File: src/rtl/qnigma_pkg.sv
// rtl/qnigma_pkg.sv - shared TCP types, retransmit FSM states and timing constants
package qnigma_pkg;

    typedef enum logic [2:0] {
        tcp_closed,
        tcp_listen,
        tcp_syn_sent,
        tcp_syn_rcvd,
        tcp_connected,
        tcp_fin_wait,
        tcp_close_wait,
        tcp_last_ack
    } tcp_status_t;

    typedef struct packed {
        tcp_status_t status;
        logic [31:0] rem_ack;
    } tcb_t;

    typedef enum logic [1:0] {
        RTX_IDLE,
        RTX_ARMED,
        RTX_REQ,
        RTX_ABORT
    } rtx_state_t;

    localparam int TCP_RTO_TICKS     = 1_000_000;
    localparam int TCP_RTO_MAX_SHIFT = 6;
    localparam int TCP_RTX_TRIES     = 8;

endpackage

File: src/rtl/qnigma_tcp_rto_timer.sv
// rtl/qnigma_tcp_rto_timer.sv - RTO timer with exponential backoff and retry counter
module qnigma_tcp_rto_timer
    import qnigma_pkg::*;
#(
    parameter int RTO_TICKS     = TCP_RTO_TICKS,
    parameter int RTO_MAX_SHIFT = TCP_RTO_MAX_SHIFT,
    parameter int RTX_TRIES     = TCP_RTX_TRIES
) (
    input  logic clk,
    input  logic rst,
    input  logic clr,
    input  logic run,
    input  logic backoff,
    output logic expired,
    output logic exhausted
);

    localparam int TW = $clog2((RTO_TICKS << RTO_MAX_SHIFT) + 1);
    localparam int SW = (RTO_MAX_SHIFT > 0) ? $clog2(RTO_MAX_SHIFT + 1) : 1;
    localparam int NW = $clog2(RTX_TRIES + 1);

    logic [TW-1:0] r_timer;
    logic [SW-1:0] r_shift;
    logic [NW-1:0] r_tries;
    logic [TW-1:0] w_limit;

    // Current RTO is the base scaled by the backoff exponent; expiry is its last tick.
    assign w_limit   = TW'((RTO_TICKS << r_shift) - 1);
    assign expired   = (r_timer == w_limit);
    // Asserted when one more timeout would use up the allowed retries.
    assign exhausted = ((int'(r_tries) + 1) >= RTX_TRIES);

    // Timer only counts while running; any non-running cycle restarts it from zero.
    // Backoff widens the next RTO (saturating) and counts the timeout.
    always_ff @(posedge clk or posedge rst) begin
        if (rst) begin
            r_timer <= '0;
            r_shift <= '0;
            r_tries <= '0;
        end else begin
            if (run) begin
                r_timer <= r_timer + TW'(1);
            end else begin
                r_timer <= '0;
            end
            if (clr) begin
                r_shift <= '0;
                r_tries <= '0;
            end else if (backoff) begin
                if (int'(r_shift) < RTO_MAX_SHIFT) begin
                    r_shift <= r_shift + SW'(1);
                end
                if (int'(r_tries) < RTX_TRIES) begin
                    r_tries <= r_tries + NW'(1);
                end
            end
        end
    end

endmodule

File: src/rtl/qnigma_tcp_rtx_ctl.sv
// rtl/qnigma_tcp_rtx_ctl.sv - TCP retransmit controller (fast retransmit enabled by QNIGMA_TCP_FAST_RTX_EN)
module qnigma_tcp_rtx_ctl
    import qnigma_pkg::*;
#(
    parameter int RTO_TICKS     = TCP_RTO_TICKS,
    parameter int RTO_MAX_SHIFT = TCP_RTO_MAX_SHIFT,
    parameter int RTX_TRIES     = TCP_RTX_TRIES
) (
    input  logic        clk,
    input  logic        rst,
    input  tcb_t        tcb,
    input  logic [31:0] last_seq,
    input  logic        dup_det,
    input  logic [31:0] dup_ack,
    output logic        rtx_req,
    output logic [31:0] rtx_seq,
    output logic        rtx_fast,
    input  logic        rtx_ack,
    output logic        rtx_abort
);

    rtx_state_t  r_state;
    logic [31:0] r_prev_ack;
    logic [31:0] r_rtx_seq;
    logic        r_rtx_req;
    logic        r_rtx_abort;

    logic w_connected;
    logic w_out;
    logic w_ack_adv;
    logic w_armed_out;
    logic w_fast_hit;
    logic w_expired;
    logic w_exhausted;
    logic w_clr;
    logic w_run;
    logic w_backoff;

    assign w_connected = (tcb.status == tcp_connected);
    assign w_out       = w_connected && (last_seq != tcb.rem_ack);
    assign w_ack_adv   = (tcb.rem_ack != r_prev_ack);
    assign w_armed_out = (r_state == RTX_ARMED) && w_out;

`ifdef QNIGMA_TCP_FAST_RTX_EN
    logic [31:0] r_fast_seq;
    logic        r_fast_done;
    logic        r_rtx_fast;

    // A duplicate ACK already answered once is not retransmitted again.
    assign w_fast_hit = dup_det && !(r_fast_done && (r_fast_seq == dup_ack));
    assign rtx_fast   = r_rtx_fast;

    // Remember which duplicate ACK has been served, whether by a fast or a timeout request.
    always_ff @(posedge clk or posedge rst) begin
        if (rst) begin
            r_fast_seq  <= '0;
            r_fast_done <= 1'b0;
            r_rtx_fast  <= 1'b0;
        end else if (r_state == RTX_IDLE) begin
            r_fast_done <= 1'b0;
        end else if (w_armed_out && !w_ack_adv && (w_expired || w_fast_hit)) begin
            if (dup_det) begin
                r_fast_seq  <= dup_ack;
                r_fast_done <= 1'b1;
            end
            r_rtx_fast <= !w_expired;
        end
    end
`else
    logic w_unused_fast;

    assign w_unused_fast = dup_det ^ (^dup_ack);
    assign w_fast_hit    = 1'b0;
    assign rtx_fast      = 1'b0;
`endif

    // Timer runs only in ARMED while nothing of higher priority happens this cycle.
    assign w_clr     = (r_state == RTX_IDLE) || (w_armed_out && w_ack_adv);
    assign w_backoff = w_armed_out && !w_ack_adv && w_expired;
    assign w_run     = w_armed_out && !w_ack_adv && !w_expired && !w_fast_hit;

    qnigma_tcp_rto_timer #(
        .RTO_TICKS     (RTO_TICKS),
        .RTO_MAX_SHIFT (RTO_MAX_SHIFT),
        .RTX_TRIES     (RTX_TRIES)
    ) u_rto_timer (
        .clk       (clk),
        .rst       (rst),
        .clr       (w_clr),
        .run       (w_run),
        .backoff   (w_backoff),
        .expired   (w_expired),
        .exhausted (w_exhausted)
    );

    assign rtx_req   = r_rtx_req;
    assign rtx_seq   = r_rtx_seq;
    assign rtx_abort = r_rtx_abort;

    // Request FSM: priority is disconnect > ACK advance > expiry > fast retransmit.
    always_ff @(posedge clk or posedge rst) begin
        if (rst) begin
            r_state     <= RTX_IDLE;
            r_prev_ack  <= '0;
            r_rtx_seq   <= '0;
            r_rtx_req   <= 1'b0;
            r_rtx_abort <= 1'b0;
        end else begin
            r_prev_ack  <= tcb.rem_ack;
            r_rtx_abort <= 1'b0;
            case (r_state)
                RTX_IDLE: begin
                    if (w_out) begin
                        r_state <= RTX_ARMED;
                    end
                end
                RTX_ARMED: begin
                    if (!w_out) begin
                        r_state <= RTX_IDLE;
                    end else if (!w_ack_adv) begin
                        if (w_expired) begin
                            if (w_exhausted) begin
                                r_state     <= RTX_ABORT;
                                r_rtx_abort <= 1'b1;
                            end else begin
                                r_state   <= RTX_REQ;
                                r_rtx_req <= 1'b1;
                                r_rtx_seq <= tcb.rem_ack;
                            end
                        end else if (w_fast_hit) begin
                            r_state   <= RTX_REQ;
                            r_rtx_req <= 1'b1;
                            r_rtx_seq <= dup_ack;
                        end
                    end
                end
                RTX_REQ: begin
                    if (!w_connected) begin
                        r_state   <= RTX_IDLE;
                        r_rtx_req <= 1'b0;
                    end else if (rtx_ack) begin
                        r_state   <= RTX_ARMED;
                        r_rtx_req <= 1'b0;
                    end
                end
                RTX_ABORT: begin
                    if (!w_connected) begin
                        r_state <= RTX_IDLE;
                    end
                end
                default: begin
                    r_state   <= RTX_IDLE;
                    r_rtx_req <= 1'b0;
                end
            endcase
        end
    end

endmodule

File: config.mk
export PLATFORM = sky130hd
export DESIGN_NAME = qnigma_tcp_rtx_ctl
export DESIGN_NICKNAME = d
export VERILOG_FILES = /design/src/rtl/qnigma_pkg.sv /design/src/rtl/qnigma_tcp_rto_timer.sv /design/src/rtl/qnigma_tcp_rtx_ctl.sv
export SDC_FILE = /design/constraint.sdc
export NUM_CORES = 1
export LEC_CHECK = 0
export BUFFER_PORTS_ARGS = -buffer_cell sky130_fd_sc_hd__buf_2
export CAP_MARGIN = 15
export CORE_ASPECT_RATIO = 0.6
export CORE_MARGIN = 4
export CORE_UTILIZATION = 35
export DETAILED_ROUTE_END_ITERATION = 6
export REMOVE_ABC_BUFFERS = 1
export SLEW_MARGIN = 20
export SYNTH_ARGS = -nofsm -noshare
export SYNTH_HDL_FRONTEND = slang
export SYNTH_SLANG_ARGS = --single-unit
File: constraint.sdc
create_clock -name clk -period 4 [get_ports clk]
set_input_delay 0.8 -clock clk [delete_from_list [all_inputs] [get_ports clk]]
set_output_delay 0.8 -clock clk [all_outputs]
set_load 0.05 [all_outputs]
* Word-level counts from Yosys, hierarchy flattened
Index checks and enable logic that the tools add are counted.
** Word-level totals
- Register bits after elaboration :: 101
- Bits in latches :: 0
- Bits in writable memories :: 0
- ROM bits :: 0
- Input port bits :: 103
- Output and inout bits :: 35
- Logic and storage cells :: 82
- Memories :: 0
** Operators by class
- $add $sub $neg :: 5
- Multipliers :: 0
- Divide/modulo/power cells :: 0
- Magnitude comparators :: 3
- Equal/unequal tests :: 16
- Shifts and indexed selects :: 1
- Muxes and demuxes :: 28
- Bitwise gates (word level) :: 2
- Reduce and logical (&&, ||, !) cells :: 19
** Operators by type and width (count)
- $ne 32x32->1 :: 2
- $ge 32x5->1 const B :: 1
- $add 26x1->26 const B :: 1
- $eq 26x26->1 :: 1
- $mux 26 :: 1
- $shl 20x3->26 const A :: 1
- $sub 26x2->26 const B :: 1
- $mux 2 :: 7
- $mux 1 :: 12
- $mux 4 :: 3
- $ne 2x2->1 const B :: 6
- $reduce_and 5->1 :: 2
- $mux 3 :: 3
- $ne 3x3->1 const B :: 3
- $pmux 2 s4 :: 1
- $reduce_bool 2->1 :: 4
- $logic_and 1x1->1 :: 6
- $reduce_and 6->1 :: 1
- $add 4x1->5 const B :: 1
- $add 4x1->4 const B :: 1
- $eq 2x2->1 const B :: 2
- $lt 4x4->1 const B :: 1
- $reduce_and 2->1 :: 2
- $add 3x1->3 const B :: 1
- other kinds (8) :: 10

* Depth between registers and ports, before layout
Gate-level depths: netlist (run 1).
- Depth in word-level cells :: 7
- Gate-level depth with buffers :: 14
- Depth with buffers taken out :: 10

* Hierarchy
Synthesis (run 1) repeated with hierarchy kept, for this count alone.
** Unflattened totals
- Cell total of the unflattened synthesis :: 516
- Area, all modules :: 5690.5 um^2
** By module, submodules not included
- qnigma_tcp_rtx_ctl :: times used 1, cells an instance 219, area each 3072.9 um^2, seq. area each 1701.6 um^2
- qnigma_tcp_rto_timer :: times used 1, cells an instance 297, area each 2617.5 um^2, seq. area each 825.8 um^2

* Worst setup path before layout (run 1)
OpenSTA, ideal clock, no wires.
- Path kind :: reg2reg
- From :: reg u_rto_timer.r_shift[0]
- To :: reg r_rtx_seq[19], in the netlist rtx_seq[19]
- Library setup time :: 0.125 ns
- Arrival time :: 3.216 ns
- Data required time :: 3.875 ns
- Setup slack :: 0.659 ns
- Stages on the path, launching flop included :: 14
- Path buffers :: 3
- Period minus slack after synthesis :: 3.341 ns
- Path through :: dfrtp_1 > clkbuf_1 > inv_1 > ha_1 > buf_2 > nor4_2 > a221oi_1 > nor3_1 > a31oi_1 > nor4_2 > nand3_2 > nor3_4 > buf_6 > mux2_2
** Between the ends
- Longest elaborated chain between the ends :: 4
** Ends and longest elaborated chain
- from (decl) :: line qnigma_tcp_rto_timer.sv:23 : logic [SW-1:0] r_shift;
- from (signal assigned) :: line qnigma_tcp_rto_timer.sv:51 : r_shift <= r_shift + SW'(1);
- $shl 20x3->26 :: line qnigma_tcp_rto_timer.sv:28 : assign w_limit = TW'((RTO_TICKS << r_shift) - 1);
- $sub 26x2->26 :: line qnigma_tcp_rto_timer.sv:28
- $eq 26x26->1 :: line qnigma_tcp_rto_timer.sv:29 : assign expired = (r_timer == w_limit);
- $reduce_and 5->1 (no source line)
- to (signal assigned) :: line qnigma_tcp_rtx_ctl.sv:128 : r_rtx_seq <= tcb.rem_ack;
- to (signal assigned) :: line qnigma_tcp_rtx_ctl.sv:133 : r_rtx_seq <= dup_ack;
- to (decl) :: line qnigma_tcp_rtx_ctl.sv:24 : logic [31:0] r_rtx_seq;
Every way passes these cells.
A chain may end at the register's enable or synchronous reset.

* Worst setup path in the final report (run 1)
- From :: reg u_rto_timer.r_shift[1]
- To :: reg u_rto_timer.r_shift[1]
** Between the ends
- Longest elaborated chain between the ends :: 6
- Elaborated cells on any way between the ends :: 12
- Those cells by class :: 2 x add/sub; 1 x order compare; 1 x eq/ne; 1 x shift; 3 x mux; 4 x reduce/logical
** Ends and longest elaborated chain
- $shl 20x3->26 :: line qnigma_tcp_rto_timer.sv:28
- $sub 26x2->26 :: line qnigma_tcp_rto_timer.sv:28
- $eq 26x26->1 :: line qnigma_tcp_rto_timer.sv:29
- $logic_and 1x1->1 :: line qnigma_tcp_rtx_ctl.sv:79 : assign w_backoff = w_armed_out && !w_ack_adv && w_expired;
- $reduce_bool 2->1 (no source line)
- $reduce_and 2->1 (no source line)
Parallel ways exist; a longest one is shown, timed or not. The select of a mux whose other input is x is not followed.

==> results of run 1 <==
==> area by class of cell <==
class | instances | area [um2] | area share
Inverter | 10 | 40.0 | 0.00582
Tap cell | 209 | 262 | 0.0380
Multi-Input combinational cell | 419 | 3050 | 0.444
Clock inverter | 7 | 96.3 | 0.0140
Sequential cell | 101 | 2530 | 0.367
Clock buffer | 9 | 225 | 0.0327
Timing Repair Buffer | 123 | 678 | 0.0986
==> flip-flops by register name, indices dropped and copies added, names as in the netlist <==
register,count
u_rto_timer.r_shift,3
r_prev_ack,32
u_rto_timer.r_tries,4
r_state,2
rtx_abort,1
rtx_req,1
rtx_seq,32
u_rto_timer.r_timer,26
==> metal layers <==
layer / vias to the layer above / GRT usage / wire length [um] / part of all wire
li1: 2179 / - / - / -
met1: 2294 / 0.271 / 8410 / 0.54
met2: 121 / 0.228 / 6270 / 0.40
met3: 4 / 0.0270 / 773 / 0.050
met4: 0 / 0.0248 / 73 / 0.0047
met5: - / 0 / 0 / 0
==> synthesized netlist by cell type (all sizes together), types with 3 or more instances <==
cell type	n
a21oi	13
and3	12
buf	21
a211oi	3
clkbuf	10
nor3	6
a31oi	3
xnor2	49
mux2	33
mux2i	7
a32oi	4
nand2	26
xor2	55
ha	10
nor4	14
nor4bb	4
nor2b	10
dfrtp	101
nand3	19
o21ai	15
or2	5
nand3b	4
inv	9
nand4	19
o21a	3
or3	3
nor2	50
and2	3
nand2b	10
==> final timing paths <==
check / start / cells past startpoint / end
setup / recovery: u_rto_timer.r_shift[1] / 11 / u_rto_timer.r_shift[1]
hold / removal: u_rto_timer.r_timer[0] / 1 / u_rto_timer.r_timer[0]
setup reg to reg: u_rto_timer.r_shift[1] / 11 / u_rto_timer.r_shift[1]
hold reg to reg: u_rto_timer.r_timer[0] / 1 / u_rto_timer.r_timer[0]
max in group asynchronous: rst / 3 / r_prev_ack[1]
min in group asynchronous: rst / 2 / u_rto_timer.r_timer[22]
==> worst max-delay path, cell delays in order (launching register included) <==
cell                        delay, ps
sky130_fd_sc_hd__dfrtp_1          350
sky130_fd_sc_hd__buf_4            270
sky130_fd_sc_hd__ha_1             470
sky130_fd_sc_hd__nor2_1           110
sky130_fd_sc_hd__and3_1           200
sky130_fd_sc_hd__a2111oi_0        550
sky130_fd_sc_hd__buf_4            200
sky130_fd_sc_hd__o2111ai_1         80
sky130_fd_sc_hd__or4_1            510
sky130_fd_sc_hd__nor3_2           350
sky130_fd_sc_hd__nand2_1          110
sky130_fd_sc_hd__a32o_1           260
==> logic make-up (layout without fill, tap and decap cells) <==
| family | after synthesis | in the layout | share of synthesized area |
|---|---|---|---|
| flip-flops | 101 | 101 | 0.436 |
| multiplexers | 40 | 40 | 0.0762 |
| buffers and inverters | 41 | 149 | 0.0371 |
| other | 1 | 1 | 0.000647 |
| AO/OA/AOI/OAI | 68 | 68 | 0.0818 |
| adder cells (fa/ha/maj) | 10 | 10 | 0.0216 |
| AND/OR/NAND/NOR | 196 | 196 | 0.189 |
| XOR/XNOR | 104 | 104 | 0.157 |
==> through the flow <==
step	utilization	cells	instance area [um2]
floorplan	-	530	5620
global placement	0.404	862	6560
detailed placement	0.404	862	6560
CTS	0.424	878	6880
global route	0.424	878	6880
finish	0.424	878	6880
==> power by group through the flow <==
stage | sequential, uW | combinational (uW) | clock [uW]
finish | 1040 | 152 | 911
floorplan | 1060 | 73.6 | 0
detailed placement | 1060 | 154 | 0
global placement | 1060 | 150 | 0
CTS | 1040 | 155 | 936
global route | 1050 | 169 | 988
==> impl_metrics.prom, run 1 <==
# TYPE chip_impl_metric gauge
chip_impl_metric{name="drt_wl_total",unit="um"} 15500
chip_impl_metric{name="static-leakage-power",unit="uW"} 0.00310
chip_impl_metric{name="internal-power",unit="uW"} 1560
chip_impl_metric{name="grt_start_max_net_pins",unit=""} 57
chip_impl_metric{name="postSynth.asyncResetShare",unit=""} 1.00
chip_impl_metric{name="viasPerCell",unit=""} 5.24
chip_impl_metric{name="finalSetupTns",unit="ps"} 0
chip_impl_metric{name="synthToLayoutAreaGrowth",unit="%"} 18.7
chip_impl_metric{name="chipHeight",unit="um"} 108
chip_impl_metric{name="ys_seq_area_frac",unit=""} 0.436
chip_impl_metric{name="yosys.cell_types.count",unit=""} 71
chip_impl_metric{name="final_net_count",unit=""} 777
chip_impl_info{name="rsz0062_at_grt",value="no"} 1
chip_impl_metric{name="die_area",unit="um2"} 18700
chip_impl_metric{name="rows",unit=""} 36
chip_impl_info{name="dominantRegCellSynth",value="sky130_fd_sc_hd__dfrtp_1"} 1
chip_impl_metric{name="fill_cells",unit=""} 1575
chip_impl_metric{name="grt_antenna_before_repair",unit=""} 0
chip_impl_metric{name="finalMaxSlewViolations",unit=""} 0
chip_impl_info{name="yosys-top-cells-area",value="sky130_fd_sc_hd__dfrtp_1 (44%), sky130_fd_sc_hd__xor2_1 (8.3%), sky130_fd_sc_hd__xnor2_1 (7.4%)"} 1
chip_impl_metric{name="design.core.area",unit="um2"} 16200
chip_impl_metric{name="drt_pass1_iterations",unit=""} 4
chip_impl_metric{name="post_route_cells_drive_above_1_share",unit=""} 0.274
chip_impl_metric{name="fin_crit",unit="ps"} 3560
chip_impl_metric{name="initial_core_util",unit=""} 0.357
chip_impl_metric{name="post-cts-setup-buffer-count",unit=""} 0
chip_impl_metric{name="clk_sink_count",unit=""} 101
chip_impl_metric{name="skew",unit="ps"} 9.74
chip_impl_info{name="most_frequent_standard_cell_in_the_layout_excluding_fill_and_tap_cells",value="sky130_fd_sc_hd__buf_2"} 1
chip_impl_metric{name="post-place-ws",unit="ps"} 504
chip_impl_info{name="cts_tree",value="yes"} 1
chip_impl_metric{name="flops_latches_synth",unit=""} 101
chip_impl_metric{name="cts_repair_resize_count",unit=""} 0
chip_impl_metric{name="number_of_buffers_created_by_cts",unit=""} 9
chip_impl_info{name="timing.setup.critical_path_class",value="reg2reg"} 1
chip_impl_metric{name="r2r_setup_slack",unit="ps"} 440
chip_impl_metric{name="arrival",unit="ps"} 3800
chip_impl_metric{name="route.vias.total",unit=""} 4598
chip_impl_metric{name="netlist_area",unit="um2"} 5790
chip_impl_metric{name="first_global_vias",unit=""} 4355
chip_impl_metric{name="drt_iter0_drc",unit=""} 301
chip_impl_metric{name="whs",unit="ps"} 467
chip_impl_metric{name="cp_max_fo",unit=""} 21
chip_impl_info{name="timing.critical_path.to_type",value="flop"} 1
chip_impl_metric{name="tightest_slew",unit="ps"} 765
chip_impl_metric{name="sw_frac_of_total",unit=""} 0.260
chip_impl_metric{name="clkPwrFrac",unit=""} 0.432
chip_impl_info{name="cts_root_buf",value="sky130_fd_sc_hd__clkbuf_16"} 1
chip_impl_metric{name="cts_hold_fix_bufs",unit=""} 0
chip_impl_metric{name="combinational_share_of_power",unit=""} 0.072
chip_impl_metric{name="insertion_delay_to_the_later_sink_of_the_worst_skew_pair",unit="ps"} 350
chip_impl_metric{name="total_power_density_per_cell_area",unit="nW/um2"} 306
chip_impl_metric{name="ioPinCount",unit=""} 138
chip_impl_metric{name="power.switching",unit="uW"} 548
chip_impl_metric{name="share_seq_of_total_power",unit=""} 0.496
chip_impl_metric{name="ctsHtreeMaxLevel",unit=""} 3
chip_impl_info{name="commonest_non_fill_non_tap_cells_in_the_layout",value="sky130_fd_sc_hd__buf_2 (103), sky130_fd_sc_hd__dfrtp_1 (101), sky130_fd_sc_hd__xor2_1 (55)"} 1
chip_impl_metric{name="grt_pass1_wl",unit="um"} 24400
chip_impl_info{name="hold_class",value="reg2reg"} 1
chip_impl_metric{name="synthesis.yosys.warnings",unit=""} 0
chip_impl_metric{name="drc_violations",unit=""} 0
chip_impl_info{name="synth_area_leader_cell",value="sky130_fd_sc_hd__dfrtp_1"} 1
chip_impl_metric{name="hold_violations",unit=""} 0
chip_impl_metric{name="syn_avg_cell_area",unit="um2"} 10.3
chip_impl_metric{name="max_slew_margin",unit=""} 0.486
chip_impl_metric{name="antenna_violating_nets_post_route",unit=""} 0
chip_impl_metric{name="vdd_ir_drop_max",unit="mV"} 0.240
chip_impl_metric{name="routedWlPerCell",unit="um"} 17.7
chip_impl_metric{name="maxCapViolCount",unit=""} 0
chip_impl_metric{name="highest_clock_rate",unit="MHz"} 281
chip_impl_metric{name="timing.final.setup_violations",unit=""} 0
chip_impl_metric{name="globalRouteTotalUtil",unit=""} 0.165
chip_impl_metric{name="fin_crit_sh",unit=""} 0.891
chip_impl_info{name="outcome",value="finished, final reports clean"} 1
chip_impl_metric{name="hpwlAfterDp",unit="um"} 12200
chip_impl_metric{name="globalplace.congestion",unit=""} 0.911
chip_impl_metric{name="path_clk_slew",unit="ps"} 80
chip_impl_metric{name="power",unit="uW"} 2110
chip_impl_metric{name="antenna_cells_inserted",unit=""} 0
chip_impl_metric{name="layout_setup_ws",unit="ps"} 438
chip_impl_info{name="startpoint_type",value="flop"} 1
chip_impl_metric{name="syn_inst",unit=""} 561
chip_impl_metric{name="synth_enable_flop_cells",unit=""} 0
chip_impl_metric{name="globalRouteOverflowTotal",unit=""} 0
chip_impl_metric{name="dieWidth",unit="um"} 174
chip_impl_metric{name="place.port_buffers",unit=""} 103
chip_impl_metric{name="yosysTopAreaCellShare",unit=""} 0.436
chip_impl_metric{name="cts_buffer_depth",unit=""} 2
chip_impl_metric{name="cp.required",unit="ps"} 4230
No activity file was read; power rests on OpenSTA's default activity.
==> run 2: changes to the inputs <==
- SYNTH_HIERARCHICAL: unset -> 1
==> run 2 against run 1 <==
Via count is 6.1% lower. Maximum frequency is 7.9% lower. Die area is 1.7% lower. Global-route usage is 0.77 points lower. Non-clock buffer count is 22 higher. Critical path depth is 4 higher. Sequential share of layout area is 0.96 points lower. Flip-flop and latch count stayed put. First-iteration DRC count is 0.66% higher. Cell count is 2.6% lower.
==> impl_metrics.prom, run 2 <==
# TYPE chip_impl_metric gauge
chip_impl_metric{name="fin_crit",unit="ps"} 3870
chip_impl_metric{name="multiInputGateArea",unit="um2"} 3020
chip_impl_metric{name="clkPwrFrac",unit=""} 0.435
chip_impl_metric{name="path_clk_slew",unit="ps"} 80
chip_impl_info{name="commonest_non_fill_non_tap_cells_in_the_layout",value="sky130_fd_sc_hd__buf_2 (103), sky130_fd_sc_hd__dfrtp_1 (100), sky130_fd_sc_hd__xnor2_1 (57)"} 1
chip_impl_metric{name="synthToLayoutAreaGrowth",unit="%"} 24.2
chip_impl_metric{name="drc_violations",unit=""} 0
chip_impl_info{name="post_synth_top_cells",value="sky130_fd_sc_hd__dfrtp_1 (101), sky130_fd_sc_hd__xnor2_1 (57), sky130_fd_sc_hd__xor2_1 (46)"} 1
chip_impl_metric{name="design.core.area",unit="um2"} 15600
chip_impl_metric{name="viasPerCell",unit=""} 5.05
chip_impl_metric{name="fill_cells",unit=""} 1439
chip_impl_metric{name="yosys.cell_types.count",unit=""} 66
chip_impl_metric{name="clk_sink_count",unit=""} 101
chip_impl_metric{name="skew",unit="ps"} 13.8
chip_impl_info{name="cts_tree",value="yes"} 1
chip_impl_info{name="timing.setup.critical_path_class",value="reg2reg"} 1
chip_impl_metric{name="share_seq_of_total_power",unit=""} 0.492
chip_impl_metric{name="arrival",unit="ps"} 4110
chip_impl_metric{name="final_cell_count_without_fillers",unit=""} 855
chip_impl_metric{name="cp_max_fo",unit=""} 8
chip_impl_metric{name="globalplace.congestion",unit=""} 0.883
chip_impl_metric{name="syn_avg_cell_area",unit="um2"} 11.0
chip_impl_metric{name="post_route_cells_drive_above_1_share",unit=""} 0.350
chip_impl_info{name="synth_area_leader_cell",value="sky130_fd_sc_hd__dfrtp_1"} 1
chip_impl_metric{name="vdd_ir_drop_max",unit="mV"} 0.189
chip_impl_info{name="most_frequent_standard_cell_in_the_layout_excluding_fill_and_tap_cells",value="sky130_fd_sc_hd__buf_2"} 1
chip_impl_metric{name="antenna_violating_nets_post_route",unit=""} 0
chip_impl_metric{name="insertion_delay_to_the_later_sink_of_the_worst_skew_pair",unit="ps"} 350
chip_impl_metric{name="cp.required",unit="ps"} 4240
chip_impl_metric{name="highest_clock_rate",unit="MHz"} 259
chip_impl_metric{name="number_of_buffers_created_by_cts",unit=""} 9
chip_impl_metric{name="tightest_slew",unit="ps"} 841
chip_impl_metric{name="ys_seq_area_frac",unit=""} 0.444
chip_impl_metric{name="grt_start_max_net_pins",unit=""} 49
chip_impl_metric{name="synthesis.yosys.warnings",unit=""} 6
chip_impl_info{name="yosysMostFrequentCell",value="sky130_fd_sc_hd__dfrtp_1"} 1
chip_impl_metric{name="syn_inst",unit=""} 516
chip_impl_metric{name="power.switching",unit="uW"} 556
chip_impl_metric{name="maxCapViolCount",unit=""} 0
chip_impl_metric{name="register_area",unit="um2"} 2530
chip_impl_metric{name="flops_latches_synth",unit=""} 101
chip_impl_metric{name="die_area",unit="um2"} 18400
chip_impl_metric{name="drt_iter0_drc",unit=""} 303
chip_impl_metric{name="hpwlAfterDp",unit="um"} 11200
chip_impl_metric{name="whs",unit="ps"} 512
chip_impl_metric{name="globalRouteOverflowTotal",unit=""} 0
chip_impl_metric{name="routedWlPerCell",unit="um"} 17.5
chip_impl_metric{name="chipHeight",unit="um"} 107
chip_impl_metric{name="dieWidth",unit="um"} 173
chip_impl_info{name="rsz0062_at_grt",value="no"} 1
chip_impl_metric{name="core_occupancy_in_the_finished_layout",unit=""} 0.452
chip_impl_metric{name="postSynth.asyncResetShare",unit=""} 1.00
chip_impl_metric{name="ioPinCount",unit=""} 138
chip_impl_info{name="outcome",value="finished, final reports clean"} 1
chip_impl_metric{name="place.port_buffers",unit=""} 103
chip_impl_metric{name="total_power_density_per_cell_area",unit="nW/um2"} 300
chip_impl_metric{name="combinational_share_of_power",unit=""} 0.073
chip_impl_metric{name="route.vias.total",unit=""} 4319
chip_impl_metric{name="dp.cells",unit=""} 835
chip_impl_info{name="hold_class",value="reg2reg"} 1
chip_impl_metric{name="fin_crit_sh",unit=""} 0.967
chip_impl_info{name="startpoint_type",value="flop"} 1
chip_impl_metric{name="post-place-ws",unit="ps"} -143
chip_impl_info{name="cts_root_buf",value="sky130_fd_sc_hd__clkbuf_16"} 1
chip_impl_metric{name="internal-power",unit="uW"} 1570
chip_impl_metric{name="drt_wl_total",unit="um"} 15000
chip_impl_metric{name="rows",unit=""} 35
chip_impl_metric{name="grt_pass1_wl",unit="um"} 23300
chip_impl_metric{name="layout_setup_ws",unit="ps"} 132
chip_impl_metric{name="synth_enable_flop_cells",unit=""} 0
chip_impl_metric{name="first_global_vias",unit=""} 4290
chip_impl_metric{name="static-leakage-power",unit="uW"} 0.00336
chip_impl_info{name="timing.critical_path.to_type",value="flop"} 1
chip_impl_metric{name="max_slew_margin",unit=""} 0.439
chip_impl_metric{name="hold_violations",unit=""} 0
chip_impl_metric{name="yosysTopAreaCellShare",unit=""} 0.444
chip_impl_metric{name="drt_pass1_iterations",unit=""} 4
chip_impl_metric{name="globalRouteTotalUtil",unit=""} 0.157
chip_impl_info{name="dominantRegCellSynth",value="sky130_fd_sc_hd__dfrtp_1"} 1
chip_impl_metric{name="antenna_cells_inserted",unit=""} 0
chip_impl_metric{name="final_net_count",unit=""} 759
chip_impl_metric{name="initial_core_util",unit=""} 0.364
chip_impl_metric{name="cts_buffer_depth",unit=""} 2
chip_impl_info{name="yosys-top-cells-area",value="sky130_fd_sc_hd__dfrtp_1 (44%), sky130_fd_sc_hd__xnor2_1 (8.8%), sky130_fd_sc_hd__mux2_4 (7.7%)"} 1
chip_impl_metric{name="sw_frac_of_total",unit=""} 0.262
chip_impl_metric{name="timing.final.setup_violations",unit=""} 0
chip_impl_metric{name="ctsHtreeMaxLevel",unit=""} 3
chip_impl_metric{name="netlist_area",unit="um2"} 5690
chip_impl_metric{name="finalMaxSlewViolations",unit=""} 0
chip_impl_metric{name="grt_antenna_before_repair",unit=""} 0
-- run 2: per-layer routing --
| metal | share of wire | wire length, um | GRT usage |
|---|---|---|---|
| met1 | 0.54 | 8150 | 0.256 |
| met2 | 0.39 | 5870 | 0.215 |
| met3 | 0.058 | 866 | 0.0310 |
| met4 | 0.0045 | 68 | 0.0262 |
| met5 | 0 | 0 | 0 |
-- run 2: path summary, 6_finish.rpt --
path | depth (start not counted) | end | start | slack (ps)
worst max register to register | 15 | rtx_seq[14] | u_rto_timer/r_shift[0] | 130
worst min register to register | 1 | rtx_seq[1] | rtx_seq[1] | 510
max in group asynchronous | 3 | rtx_seq[10] | rst | 2750
worst max-delay path | 15 | rtx_seq[14] | u_rto_timer/r_shift[0] | 130
min in group asynchronous | 3 | u_rto_timer/r_timer[10] | rst | 560
worst min-delay path | 1 | rtx_seq[1] | rtx_seq[1] | 510
-- run 2: area by class of cell --
cell class	count	share of cell area
multi-input combinational	379	0.428
sequential	101	0.358
timing repair buffer	145	0.127
tap	203	0.0359
clock buffer	9	0.0319
clock inverter	7	0.0140
inverter	11	0.00602
-- run 2: power by group through the flow --
stage / logic, uW / clock network (uW) / registers (uW)
finish: 155 / 923 / 1040
global route: 171 / 999 / 1050
CTS: 156 / 949 / 1040
detailed placement: 155 / 0 / 1060
global placement: 151 / 0 / 1060
floorplan: 74.1 / 0 / 1060
-- run 2: cells by family after synthesis --
| group | Yosys count | share of synthesized area |
|---|---|---|
| buf+inv | 36 | 0.0372 |
| compound gates | 59 | 0.0706 |
| xor+xnor | 104 | 0.161 |
| flops | 101 | 0.444 |
| fa+ha+maj | 9 | 0.0198 |
| mux | 38 | 0.0934 |
| other cells | 1 | 0.000659 |
| simple gates | 168 | 0.173 |
-- run 2: critical path: stages, from the launching register on --
cell                        delay [ps]
sky130_fd_sc_hd__dfrtp_1           420
sky130_fd_sc_hd__inv_2             110
sky130_fd_sc_hd__ha_2              230
sky130_fd_sc_hd__buf_4             170
sky130_fd_sc_hd__nor2_4            100
sky130_fd_sc_hd__a211oi_2          120
sky130_fd_sc_hd__a2111oi_4         320
sky130_fd_sc_hd__o2111ai_1         170
sky130_fd_sc_hd__or4_4             570
sky130_fd_sc_hd__nor4b_4           250
sky130_fd_sc_hd__nand2_1           100
sky130_fd_sc_hd__or2_2             310
sky130_fd_sc_hd__nor4_4            220
sky130_fd_sc_hd__nand2_4           160
sky130_fd_sc_hd__clkbuf_16         230
sky130_fd_sc_hd__mux2_4            300
-- run 2: through the flow --
stage,total power (uW),setup TNS (ps),cell area (um2)
5_1_grt,2220,0,7070
6_report,2120,0,7070
4_1_cts,2150,0,6950
3_5_place_dp,1220,-3990,6600
3_3_place_gp,1220,-3230,6600
2_1_floorplan,1140,-16610,5520
-- run 2: what timing repair did --
item,CTS,global route
pin swaps,1,1
setup buffers,0,1
setup endpoints to repair,32,34
hold buffers,0,0
gates resized for setup,6,13
cloned,0,3
